[src/rtl/fetch_queue.sv]
// fetch_queue: PC-tracking instruction queue between fetch and decode.
// Drops duplicate and wrong-path fetch entries; FWFT valid/ready output.
`default_nettype none

module fetch_queue #(
  parameter int DEPTH = 8,
  parameter int SKID  = 2,
  parameter int XLEN  = 32
) (
  input  logic                     clk_i,
  input  logic                     reset_ni,
  input  logic [XLEN-1:0]          in_pc_i,
  input  logic [XLEN-1:0]          in_inst_i,
  input  logic                     in_valid_i,
  output logic                     stall_o,
  input  logic                     redirect_i,
  input  logic [XLEN-1:0]          redirect_pc_i,
  output logic [XLEN-1:0]          out_pc_o,
  output logic [XLEN-1:0]          out_inst_o,
  output logic                     out_valid_o,
  input  logic                     out_ready_i,
  output logic [$clog2(DEPTH):0]   count_o
);

  localparam int AW = $clog2(DEPTH);
  localparam logic [AW:0] C_FULL  = (AW+1)'(DEPTH);
  localparam logic [AW:0] C_STALL = (AW+1)'(DEPTH - SKID);

  typedef enum logic [0:0] {
    SYNC = 1'b0,
    RUN  = 1'b1
  } state_e;

  state_e          state_q, state_d;
  logic [AW-1:0]   rd_ptr_q, rd_ptr_d;
  logic [AW-1:0]   wr_ptr_q, wr_ptr_d;
  logic [AW:0]     count_q, count_d;
  logic [XLEN-1:0] exp_pc_q, exp_pc_d;
  logic            stall_q, stall_d;

  logic [XLEN-1:0] pc_mem   [DEPTH];
  logic [XLEN-1:0] inst_mem [DEPTH];

  logic pop, push, push_ok, pc_match;

  assign out_valid_o = (count_q != '0);
  assign pop         = out_valid_o && out_ready_i && !redirect_i;
  assign push_ok     = (count_q < C_FULL) || (out_valid_o && out_ready_i);
  assign pc_match    = (state_q == SYNC) || (in_pc_i == exp_pc_q);
  assign push        = in_valid_i && pc_match && push_ok && !redirect_i;

  always_comb begin
    state_d  = state_q;
    rd_ptr_d = rd_ptr_q;
    wr_ptr_d = wr_ptr_q;
    count_d  = count_q;
    exp_pc_d = exp_pc_q;
    stall_d  = stall_q;
    if (redirect_i) begin
      // Flush: all in-flight and buffered entries are wrong-path.
      state_d  = RUN;
      rd_ptr_d = wr_ptr_q;
      count_d  = '0;
      exp_pc_d = redirect_pc_i;
      stall_d  = 1'b0;
    end else begin
      if (push) begin
        state_d  = RUN;
        wr_ptr_d = wr_ptr_q + AW'(1);
        exp_pc_d = in_pc_i + XLEN'(4);
      end
      if (pop) begin
        rd_ptr_d = rd_ptr_q + AW'(1);
      end
      case ({push, pop})
        2'b10:   count_d = count_q + (AW+1)'(1);
        2'b01:   count_d = count_q - (AW+1)'(1);
        default: count_d = count_q;
      endcase
      stall_d = (count_d >= C_STALL);
    end
  end

  always_ff @(posedge clk_i or negedge reset_ni) begin
    if (!reset_ni) begin
      state_q  <= SYNC;
      rd_ptr_q <= '0;
      wr_ptr_q <= '0;
      count_q  <= '0;
      exp_pc_q <= '0;
      stall_q  <= 1'b0;
    end else begin
      state_q  <= state_d;
      rd_ptr_q <= rd_ptr_d;
      wr_ptr_q <= wr_ptr_d;
      count_q  <= count_d;
      exp_pc_q <= exp_pc_d;
      stall_q  <= stall_d;
    end
  end

  always_ff @(posedge clk_i) begin
    if (push) begin
      pc_mem[wr_ptr_q]   <= in_pc_i;
      inst_mem[wr_ptr_q] <= in_inst_i;
    end
  end

  assign out_pc_o   = out_valid_o ? pc_mem[rd_ptr_q]   : '0;
  assign out_inst_o = out_valid_o ? inst_mem[rd_ptr_q] : '0;
  assign stall_o    = stall_q;
  assign count_o    = count_q;

endmodule

`default_nettype wire

[config.mk]
export PLATFORM = sky130hd
export DESIGN_NAME = fetch_queue
export DESIGN_NICKNAME = d
export VERILOG_FILES = /design/src/rtl/fetch_queue.sv
export SDC_FILE = /design/constraint.sdc
export NUM_CORES = 1
export LEC_CHECK = 0
export CORE_UTILIZATION = 30
export CTS_BUF_LIST = sky130_fd_sc_hd__clkbuf_16
export DETAILED_ROUTE_END_ITERATION = 7
export PLACE_DENSITY_LB_ADDON = 0.3
export SETUP_SLACK_MARGIN = 0.4
export SYNTH_ARGS = -nofsm -noshare
export SYNTH_HDL_FRONTEND = slang
export SYNTH_SLANG_ARGS = --single-unit
[constraint.sdc]
create_clock -name clk_i -period 19.86 [get_ports clk_i]
set_input_delay 3.972 -clock clk_i [delete_from_list [all_inputs] [get_ports clk_i]]
set_output_delay 3.972 -clock clk_i [all_outputs]
set_load 0.05 [all_outputs]
After elaboration in Yosys (flattened, before gate mapping). Memory sizes are Yosys's and may differ from the RTL's. Index checks and enable logic that the tools add are counted.

Memories: 2. Register bits after elaboration: 44. Memory bits (writable): 512. Word-level logic and storage cells: 46. Output and inout port bits: 70.

Equality and inequality tests: 3. Add/subtract/negate cells: 5. Bitwise gates (word level): 2. Reductions and logical operators: 12. $lt $le $gt $ge: 2. Muxes and demuxes: 14.

Memory list: inst_mem (words 8, bits a word 32, read ports 1, clocked after Yosys merged registers in 0, wr ports 1, RTL line 42) `logic [XLEN-1:0] inst_mem [DEPTH];`; pc_mem (words 8, bits a word 32, read ports 1, clocked after Yosys merged registers in 0, wr ports 1, RTL line 41) `logic [XLEN-1:0] pc_mem [DEPTH];`.

Operators by type and width (count): 32-bit two-way mux (4); 32-bit by 3-bit adder with 32-bit output, second input constant (1); 32-bit equality test (1); 4-bit two-way mux (2); 4-bit one-hot mux with 2 select lines (1); 3-bit by 1-bit adder with 3-bit output, second input constant (2); 3-bit two-way mux (2); 1-bit logical AND (5); 1-bit two-way mux (5); 4-bit by 1-bit adder with 4-bit output, second input constant (1); 4-bit by 3-bit >= comparator with 1-bit output, second input constant (1); 4-bit less-than comparator, second input constant (1); 2-bit nonzero test (2); 4-bit nonzero test (1); 4-bit by 1-bit subtractor with 4-bit output, second input constant (1); 2-bit by 1-bit equality test with 1-bit output, second input constant (1); 2-bit equality test, second input constant (1); 1-bit logical OR (2); 1-bit inverter (2); 2-bit AND reduction (1); 1-bit logical NOT (1).

Depth between registers and ports, before layout.
Depth in word-level cells: 10. Mapped depth: 15. Mapped depth without buffers: 14.

Worst setup path after synthesis. Ideal clock, no wire load.

Kind: input to register. From: in in_pc_i[4]. To: mem inst_mem[0][0], enable pin. Cell stages on the path: 8. Buffers on the path: 2. Arrival time: 11.955 ns. Library setup time: 0.666 ns. Path slack: 7.240 ns. Required time: 19.194 ns. Cells stage by stage: clkbuf_1 xnor2_1 nand4_1 nor4_1 a21bo_2 buf_2 nand2_1 nor4b_1.

Longest elaborated chain between the ends: 7.

Ends and longest elaborated chain: start: declaration (RTL line 12) `input logic [XLEN-1:0] in_pc_i,`; 32-bit equality test (RTL line 49) `assign pc_match = (state_q == SYNC) || (in_pc_i == exp_pc_q);`; 1-bit logical OR (RTL line 49); 1-bit logical AND (3 in series) (RTL line 50) `assign push = in_valid_i && pc_match && push_ok && !redirect_i;`; 1-bit two-way mux (RTL line 103) `if (push) begin`; 1-bit two-way mux (implied by the code) (RTL line 105) `inst_mem[wr_ptr_q] <= in_inst_i;`; end: declaration (RTL line 42).

No other way between the ends.

Worst setup path in the final report.
From: reg rd_ptr_q[0]. To: out out_pc_o[1].

Longest elaborated chain between the ends: 2.

Ends and longest elaborated chain: start: declaration (RTL line 35) `logic [AW-1:0] rd_ptr_q, rd_ptr_d;`; start signal: assignment (RTL line 94) `rd_ptr_q <= rd_ptr_d;`; memory 8 x 32 bit; 32-bit two-way mux (RTL line 109) `assign out_pc_o = out_valid_o ? pc_mem[rd_ptr_q] : '0;`; end: declaration (RTL line 18) `output logic [XLEN-1:0] out_pc_o,`.

No other way between the ends.

==> results.json <==
{
  "drive_gt1_share_pct": 18.7,
  "peakVddDrop_mv": 0.0623,
  "synth_area_sq_um": 22600,
  "clockBufferDepth": 3,
  "grtUsageTotal_pct": 14.9,
  "power.leakage_nw": 8.44,
  "fillers": 6830,
  "cts_root_buf": "clkbuf_16",
  "wl_per_cell_um": 23.7,
  "worst_ep_required_time_ns": 15.89,
  "critPathKind": "flop to primary output",
  "p_total_mw": 2.52,
  "nNetsFinal": 1478,
  "drc": 0,
  "synth.area.top_cells": "edfxtp_1, mux4_2, dfrtp_1",
  "synth-async-reset-ratio_pct": 7.91,
  "setup_viol_count_final": 0,
  "grt_first_pass_wirelength_mm": 84.3,
  "drv_cap": 0,
  "hold_path_class": "flop to flop",
  "grt_pass1_vias": 12500,
  "cts_max_level": 2,
  "grt_max_degree": 73,
  "ys_warn_count": 0,
  "die_w_um": 276,
  "crit_path_start_kind": "flop",
  "core_area_sq_um": 74400,
  "syn_inst": 1176,
  "max_slew_margin_pct": 15.4,
  "ys_ff_latch": 556,
  "vias": 11900,
  "dr.pass1.iters": 5,
  "grt-ovfl-total": 0,
  "synth_edf_count": 512,
  "cts.sinks": 556,
  "synth_top_area_share_pct": 68.1,
  "cp-end-kind": "primary output",
  "routed_wl_mm": 56.7,
  "synthToLayoutAreaGrowth_pct": 21.4,
  "gp_congestion": 0.848,
  "ys_types": 53,
  "max_freq_mhz": 108,
  "antenna_left": 0,
  "port_buffers": 170,
  "antenna_found_initial": 2,
  "power_density_nw_per_um2": 91.8,
  "clkSlewWorstSetupHoldPaths_ns": 0.06,
  "start_util_pct": 30.3,
  "synth_nets": 1284,
  "syn_avg_cell_area_sq_um": 19.2,
  "critical_path_arrival_ns": 5.28,
  "yosysSeqAreaShare_pct": 73.0,
  "finalSetupTns_ns": 0,
  "holdBufCountCts": 0,
  "fin_crit_sh_pct": 46.6,
  "hold_violations": 0,
  "fin_crit_ns": 9.25,
  "path_max_fanout": 47,
  "tightest_slew_ns": 1.27,
  "clk_latency_ns": 0.62,
  "slew_violations": 0,
  "drt_iter0_markers": 865,
  "drt-vias-per-instance": 4.96,
  "rows": 100,
  "cts_resized": 0,
  "antenna_cells": 0,
  "utilization_pct": 36.8,
  "status": "complete, no violations",
  "dieArea_sq_um": 76400,
  "numCtsBuffers": 60,
  "ys.flop_type": "edfxtp_1",
  "cts_tree": "done",
  "rsz0062_at_grt": "false",
  "synth_top_cell_by_area": "edfxtp_1",
  "io_pins": 171,
  "die_h_um": 276,
  "skew_ns": 0.0192,
  "postCtsSetupRepairBufs": 0,
  "hpwl_mm": 33.0
}
==> through the flow <==
step	hold slack [ns]	setup WS [ns]	instance area [sq um]	cells
floorplan	0.493	7.24	22600	1176
global placement	0.505	11.04	25500	2277
detailed placement	0.517	11.04	25500	2277
CTS	0.532	10.37	27400	2389
global route	0.537	10.13	27400	2389
finish	0.530	10.61	27400	2389
==> critical path: stages (launching register included) <==
cell and delay, ns:
dfrtp_4 1.09, buf_4 0.89, buf_4 0.79, mux4_2 0.60, mux2i_1 0.22, nor2_1 0.14, clkdlybuf4s50_1 0.75
==> registers in the layout, summed over array words and instances (netlist names) <==
register  cells
stall_o       1
count_o       4
state_q       1
rd_ptr_q      3
wr_ptr_q      3
pc_mem      256
exp_pc_q     32
inst_mem    256
==> final cells by class <==
cell class	instances	area (sq um)	area share [%]
clock buffers	60	1500	5.48
flip-flops and latches	556	16500	60.1
repair buffers	196	1890	6.88
well taps	969	1210	4.42
inverters	9	33.8	0.123
multi-input cells	547	5880	21.4
clock inverters	52	420	1.53
==> layout by cell type (no fill, tap or decap), types with 10 or more instances in the layout <==
cell	Yosys	final
nor3_1	20	17
nand4_1	13	13
xnor2_1	48	48
clkbuf_16	0	60
inv_1	9	25
edfxtp_1	512	512
clkinv_1	0	10
nand3_1	13	13
nand2_1	30	30
clkinv_2	0	14
buf_4	1	26
mux4_2	128	128
a221o_1	12	12
dfrtp_1	44	41
xor2_1	20	20
clkdlybuf4s50_1	0	168
nor2_1	93	91
mux2i_1	69	69
==> cells in the mapped netlist, drive strengths merged, types with 5 or more instances <==
master,instances
nand4,14
nor3,22
nor4,9
xnor2,48
o21ai,8
o31ai,5
a211oi,6
mux2i,69
a311oi,6
xor2,20
nor2,93
a221o,12
buf,24
inv,9
ha,6
a21oi,6
clkbuf,40
dfrtp,44
nand3,13
edfxtp,512
mux4,128
nand2,30
nor2b,7
and3,6
==> path summary, 6_finish.rpt <==
| path | startpoint | endpoint | slack [ns] | depth (start not counted) |
|---|---|---|---|---|
| hold / removal | exp_pc_q[26]$_DFFE_PN0P_ | exp_pc_q[26]$_DFFE_PN0P_ | 0.53 | 1 |
| hold reg to reg | exp_pc_q[26]$_DFFE_PN0P_ | exp_pc_q[26]$_DFFE_PN0P_ | 0.53 | 1 |
| min in group asynchronous | reset_ni | exp_pc_q[23]$_DFFE_PN0P_ | 3.57 | 1 |
| max in group asynchronous | reset_ni | rd_ptr_q[2]$_DFFE_PN0P_ | 15.46 | 1 |
| setup reg to reg | exp_pc_q[29]$_DFFE_PN0P_ | pc_mem[7][7]$_DFFE_PP_ | 15.56 | 7 |
| setup / recovery | rd_ptr_q[0]$_DFFE_PN0P_ | out_pc_o[1] | 10.61 | 6 |
==> cell families after synthesis <==
kind of cell             count (synthesis)  share of synthesized area, %
AND/OR/NAND/NOR                        210                          4.56
AO/OA/AOI/OAI                           64                          2.29
flip-flops                             556                          73.0
XOR/XNOR                                68                          2.64
multiplexers                           198                          15.9
adder cells (fa/ha/maj)                  7                         0.421
buffers and inverters                   73                          1.25
==> report_power, final <==
part           switching, mW  leakage (nW)  internal [mW]
clock                  0.452          1.01          0.626
sequential            0.0142          5.13           1.29
combinational         0.0667          2.31         0.0723
==> layer usage <==
layer	GRT usage (%)	up-vias	part of all wire (%)
li1	-	5140	-
met1	19.8	6324	44
met2	25.2	323	50
met3	2.53	60	5.1
met4	3.72	4	1.5
met5	0	-	0.041
No activity file was read; power rests on OpenSTA's default activity.
